`src/rtl/button_conditioner.sv`:
```
// Push-button front end: per-channel 2-FF synchronizer, counter debouncer and press/release pulse generator.
// Optional long-press pulse (btn_hold) is built only when LONG_PRESS_EN is defined.
module button_conditioner #(
  parameter int NUM_BTN         = 3,
  parameter int DEBOUNCE_CYCLES = 500000,
  parameter int CNT_W           = 19,
  parameter int HOLD_CYCLES     = 100000000,
  parameter int HOLD_W          = 27
) (
  input  logic               clk,
  input  logic               reset,
  input  logic [NUM_BTN-1:0] btn_raw,
  output logic [NUM_BTN-1:0] btn_level,
  output logic [NUM_BTN-1:0] btn_press,
  output logic [NUM_BTN-1:0] btn_release,
  output logic [NUM_BTN-1:0] btn_hold
);

  localparam logic [CNT_W-1:0] DEB_LAST = CNT_W'(DEBOUNCE_CYCLES - 1);

  logic [NUM_BTN-1:0] sync1_r;
  logic [NUM_BTN-1:0] sync2_r;
  logic [NUM_BTN-1:0] level_r;
  logic [NUM_BTN-1:0] press_r;
  logic [NUM_BTN-1:0] release_r;
  logic [CNT_W-1:0]   cnt_r [NUM_BTN];
  logic [NUM_BTN-1:0] mismatch_s;
  logic [NUM_BTN-1:0] accept_s;

  // Two-stage synchronizer for the asynchronous button levels
  always_ff @(posedge clk or negedge reset) begin
    if (!reset) begin
      sync1_r <= '0;
      sync2_r <= '0;
    end else begin
      sync1_r <= btn_raw;
      sync2_r <= sync1_r;
    end
  end

  // A level change is accepted on the cycle its stability count completes
  always_comb begin
    mismatch_s = sync2_r ^ level_r;
    accept_s   = '0;
    for (int i = 0; i < NUM_BTN; i++) begin
      accept_s[i] = mismatch_s[i] && (cnt_r[i] == DEB_LAST);
    end
  end

  // Debounce counters: count consecutive mismatch cycles, restart on any agreement
  always_ff @(posedge clk or negedge reset) begin
    if (!reset) begin
      for (int i = 0; i < NUM_BTN; i++) begin
        cnt_r[i] <= '0;
      end
    end else begin
      for (int i = 0; i < NUM_BTN; i++) begin
        if (accept_s[i]) begin
          cnt_r[i] <= '0;
        end else if (mismatch_s[i]) begin
          cnt_r[i] <= cnt_r[i] + CNT_W'(1);
        end else begin
          cnt_r[i] <= '0;
        end
      end
    end
  end

  // Debounced level and edge pulses, registered together so a pulse coincides with the new level
  always_ff @(posedge clk or negedge reset) begin
    if (!reset) begin
      level_r   <= '0;
      press_r   <= '0;
      release_r <= '0;
    end else begin
      level_r   <= level_r ^ accept_s;
      press_r   <= accept_s & ~level_r;
      release_r <= accept_s & level_r;
    end
  end

  assign btn_level   = level_r;
  assign btn_press   = press_r;
  assign btn_release = release_r;

`ifdef LONG_PRESS_EN
  localparam logic [HOLD_W-1:0] HOLD_LAST = HOLD_W'(HOLD_CYCLES - 1);
  localparam logic [HOLD_W-1:0] HOLD_MAX  = HOLD_W'(HOLD_CYCLES);

  logic [HOLD_W-1:0]  hold_cnt_r [NUM_BTN];
  logic [NUM_BTN-1:0] hold_r;

  // Hold counters run while the debounced level is high and park at HOLD_CYCLES (one pulse per press)
  always_ff @(posedge clk or negedge reset) begin
    if (!reset) begin
      hold_r <= '0;
      for (int i = 0; i < NUM_BTN; i++) begin
        hold_cnt_r[i] <= '0;
      end
    end else begin
      for (int i = 0; i < NUM_BTN; i++) begin
        if (!level_r[i]) begin
          hold_cnt_r[i] <= '0;
          hold_r[i]     <= 1'b0;
        end else if (hold_cnt_r[i] != HOLD_MAX) begin
          hold_cnt_r[i] <= hold_cnt_r[i] + HOLD_W'(1);
          hold_r[i]     <= (hold_cnt_r[i] == HOLD_LAST);
        end else begin
          hold_r[i]     <= 1'b0;
        end
      end
    end
  end

  assign btn_hold = hold_r;
`else
  // Hold parameters are unused here; folding them into a constant keeps the tie-off self-describing
  localparam logic HOLD_CFG_OK = (HOLD_CYCLES > 0) && (HOLD_W > 0);

  assign btn_hold = {NUM_BTN{1'b0}} & {NUM_BTN{HOLD_CFG_OK}};
`endif

endmodule

```
`config.mk`:
```
export PLATFORM = sky130hd
export DESIGN_NAME = button_conditioner
export DESIGN_NICKNAME = d
export VERILOG_FILES = /design/src/rtl/button_conditioner.sv
export SDC_FILE = /design/constraint.sdc
export NUM_CORES = 1
export LEC_CHECK = 0
export BUFFER_PORTS_ARGS = -buffer_cell sky130_fd_sc_hd__buf_2
export CAP_MARGIN = 20
export CORE_MARGIN = 10
export CORE_UTILIZATION = 40
export CTS_CLUSTER_SIZE = 30
export DETAILED_ROUTE_END_ITERATION = 10
export GPL_TIMING_DRIVEN = 0
export PLACE_DENSITY = 0.58
export SYNTH_ARGS = -nofsm -noshare
export SYNTH_HDL_FRONTEND = slang
export SYNTH_SLANG_ARGS = --single-unit
export TNS_END_PERCENT = 30
```
`constraint.sdc`:
```
create_clock -name clk -period 2.1 [get_ports clk]
set_input_delay 0.42 -clock clk [delete_from_list [all_inputs] [get_ports clk]]
set_output_delay 0.42 -clock clk [all_outputs]
set_load 0.005 [all_outputs]
```
### Yosys cells after proc, flatten, opt, wreduce, memory -nomap -nowiden

Cells that the tools add are included.

| storage, ports and cells | value |
|---|---|
| flip-flop bits (word level) | 72 |
| output and inout bits | 12 |
| word-level logic and storage cells | 28 |

| operators by class | value |
|---|---|
| add/subtract/negate cells | 3 |
| eq/ne operators | 3 |
| multiplexer cells | 6 |
| bitwise gates (word level) | 5 |
| reductions and logical operators | 3 |

Operators by type and width:

| cell | count |
|---|---|
| 2-to-1 mux 19 bit | 6 |
| adder 19 x 1 -> 19 bit (second input constant) | 3 |
| equality test 19 bit (second input constant) | 3 |
| bitwise AND 3 bit | 2 |
| bitwise XOR 3 bit | 2 |
| logical AND 1 bit | 3 |
| inverter 3 bit | 1 |

### Longest topological paths before layout

| logic depth | value |
|---|---|
| depth after elaboration | 3 |
| mapped depth | 7 |

### Worst setup path before layout

No wires, ideal clock.

| timing | value |
|---|---|
| path type | register to register |
| from | register cnt_r[26] (netlist bit) |
| to | register with a tool-made name |
| setup time | 125 ps |
| data arrival time | 1750 ps |
| setup slack | 225 ps |
| cell stages (with the launch flop) | 5 |
| path buffers | 0 |
| period minus slack after synthesis | 1875 ps |
| cell sequence | dfrtp_1 nor4b_2 nand4_1 or4_4 mux2_4 |

RTL lines:

| element | RTL line | source |
|---|---|---|
| from (decl) | 26 | `logic [CNT_W-1:0] cnt_r [NUM_BTN];` |
| from (signal, indexed assignment) | 61 | `cnt_r[i] <= cnt_r[i] + CNT_W'(1);` |

==> flow_metrics.py <==
metrics = {
    "synth": {
        "yosys_warnings": 0,
        "synthesis.area_um2": 3460,
        "ys_seq_area_share_pct": 52.1,
        "yosysTopAreaCell": "dfrtp_1",
        "synth_area_per_cell_um2": 10.1,
        "synth_area_leaders": "dfrtp_1, xnor2_1, nor2_1",
        "synth.distinct_cells": 39,
        "ys_ff_latch": 72,
        "postSynthCellCount": 341,
        "synthArstFlopShare_pct": 100,
        "yosysTopAreaCellShare_pct": 52.1,
        "synth_top_flop_cell": "dfrtp_1",
        "synth_edf_count": 0,
    },
    "cts": {
        "htreeDepth": 3,
        "clk_path_buf_depth": 2,
        "cts_tree": "built",
        "cts_made_buffers": 9,
        "insertion_delay_ns": 0.35,
        "clk_pin_slew_worst_paths_ns": 0.08,
        "root_buffer": "clkbuf_8",
        "cts_sinks": 72,
    },
    "worst_setup_path": {
        "startpoint_type": "flop",
        "worst_setup_path_end_kind": "flop",
        "cp_max_fo": 6,
        "r2r_cells": 4,
        "critical_path_required_ns": 2.33,
        "arrival_ns": 2.23,
        "worstSetupPathType": "flop to flop",
        "r2r_setup_slack_ns": 0.11,
        "startpoint": "cnt_r[26]",
        "r2r_start": "cnt_r[26]",
    },
    "route": {
        "first_pass_iters": 4,
        "routed_wl_mm": 6.34,
        "first_iter_violations": 76,
        "routedWlPerCell_um": 13.2,
        "vias": 2533,
        "routed_via_density": 5.28,
        "antenna_left": 0,
        "drc": 0,
    },
    "placed_design": {
        "dp_cells": 462,
        "hpwl_mm": 4.46,
        "port_buffers": 13,
        "finalWeightedCongestion": 0.870,
    },
    "timing": {
        "finalMaxSlewViolations": 0,
        "skew_ns": 0.00997,
        "rsz0062_at_grt": "yes",
        "setup_viol": 0,
        "hold_violations": 0,
        "max_freq_mhz": 502,
        "finalWorstPathRequiredPeriod_ns": 1.99,
        "fin_crit_sh_pct": 95.0,
    },
    "global_routing": {
        "globalRoute.totalOverflow": 0,
        "antenna_found_initial": 0,
        "grt_pass1_wl_mm": 11.5,
        "grt_use_total_pct": 10.6,
        "grt_max_degree": 42,
        "grt_pass1_vias": 2452,
    },
    "power": {
        "irDropWorstVdd_mv": 0.339,
        "powerDensity_nw_per_um2": 722,
        "static-leakage-power_nw": 1.61,
    },
    "final_layout": {
        "syn_to_final_growth_pct": 14.2,
        "layout_common_cells": "dfrtp_1, nor2_1, xnor2_1",
        "utilization_pct": 47.6,
        "layout.nets": 378,
        "stdcell_count": 480,
        "drive_above_1_share_pct": 16.3,
        "layout_commonest_cell": "dfrtp_1",
        "n_antenna_cell": 0,
    },
    "floorplanning": {
        "num_rows": 33,
        "initial_core_util_pct": 41.7,
        "die_h_um": 113,
        "die_w_um": 113,
        "core_region_area_um2": 8300,
        "die_area_um2": 12800,
        "io-pin-count": 17,
    },
    "status": {
        "status": "completed",
    },
    "job": {
        "drv_cap": 0,
    },
    "worst_hold_path": {
        "hold_class": "input pin to async pin",
    },
}
## worst max-delay path, stage by stage (launching register included)
cell and delay, ns:
dfrtp_1 0.45, nor4b_2 0.30, nand4_1 0.21, or4_4 0.62, mux2_4 0.31
## cell usage after synthesis (all sizes together) (3+ instances only)
library cell  instances
inv                   6
ha                    3
xor2                 16
mux2                  3
nand2                19
dfrtp                72
o31ai                 4
nor4                 11
xnor2                28
or4                   7
or2                   8
nand4                18
nor4b                 3
or3                   4
and3                  3
o21ai                 7
a21oi                10
clkbuf                5
nor2                 48
nor3b                 6
buf                  10
and2                  3
nor3                 12
and4                  4
nand3                23
## where the power goes
group          switching, mW  internal (mW)
Sequential            0.0187           1.40
Combinational         0.0611         0.0338
Clock                  0.542          0.791
Total                  0.622           2.23
## cell families after synthesis
kind of cell,after synthesis,synth area share (%)
compound gates,23,4.38
xor+xnor,44,11.1
fa+ha+maj,3,1.09
buf+inv,21,2.86
flops,72,52.1
mux,3,1.09
other cells,1,0.108
simple gates,174,27.2
## layout make-up
type                       instances  area [µm²]
buffer                            15        77.6
clock buffer                       9         124
clock inverter                     7         120
fill                             757        4350
inverter                           6        22.5
multi-input combinational        250        1570
sequential                        72        1800
tap                              105         131
timing repair buffer              16         103
## through the flow
step                      area [µm²]  TNS, ns  hold WS (ns)  total power [mW]  setup WS [ns]
after CTS                       3940        0        0.0115              2.89         0.0277
after global placement          3660   -0.773         0.334              1.54        -0.0509
final                           3950        0       0.00276              2.85          0.106
after global routing            3950   -0.442        0.0187              2.96        -0.0632
after floorplan                 3470        0         0.124              1.50          0.225
after detailed placement        3680   -0.306         0.335              1.55        -0.0378
## registers in the layout (all words and copies together), names as in the netlist, named ones only
signal / flops
cnt_r: 57
btn_press: 3
btn_release: 3
sync1_r: 3
sync2_r: 3
## per-layer routing
layer  global-route usage (%)  share of wire [%]  wire (µm)  vias up
met2                     15.8                 45       2880       45
li1                         -                  -          -     1260
met5                        0                  0          0        -
met3                     2.69                3.5        219       13
met1                     13.6                 49       3100     1215
met4                     5.67                2.1        134        0
## worst min path at each step
| stage | start | endpoint | slack (ns) | cells past startpoint |
|---|---|---|---|---|
| after floorplan | reset | async pin | 0.12 | 0 |
| after CTS | reset | cnt_r[34] | 0.01 | 1 |
| after global placement | sync1_r[2] | sync2_r[2] | 0.33 | 0 |
| final | reset | cnt_r[34] | 0.003 | 1 |
| after detailed placement | sync1_r[1] | sync2_r[1] | 0.33 | 0 |
| after global routing | reset | cnt_r[34] | 0.02 | 1 |
## repair_timing
action	4_1_cts	5_1_grt
endpoints found under the setup margin	12	22
pin swaps	1	2
setup buffers	1	1
endpoints found under the hold margin	0	0
hold buffers	0	0
resized for setup	1	1
(Power assumes the default switching activity.)
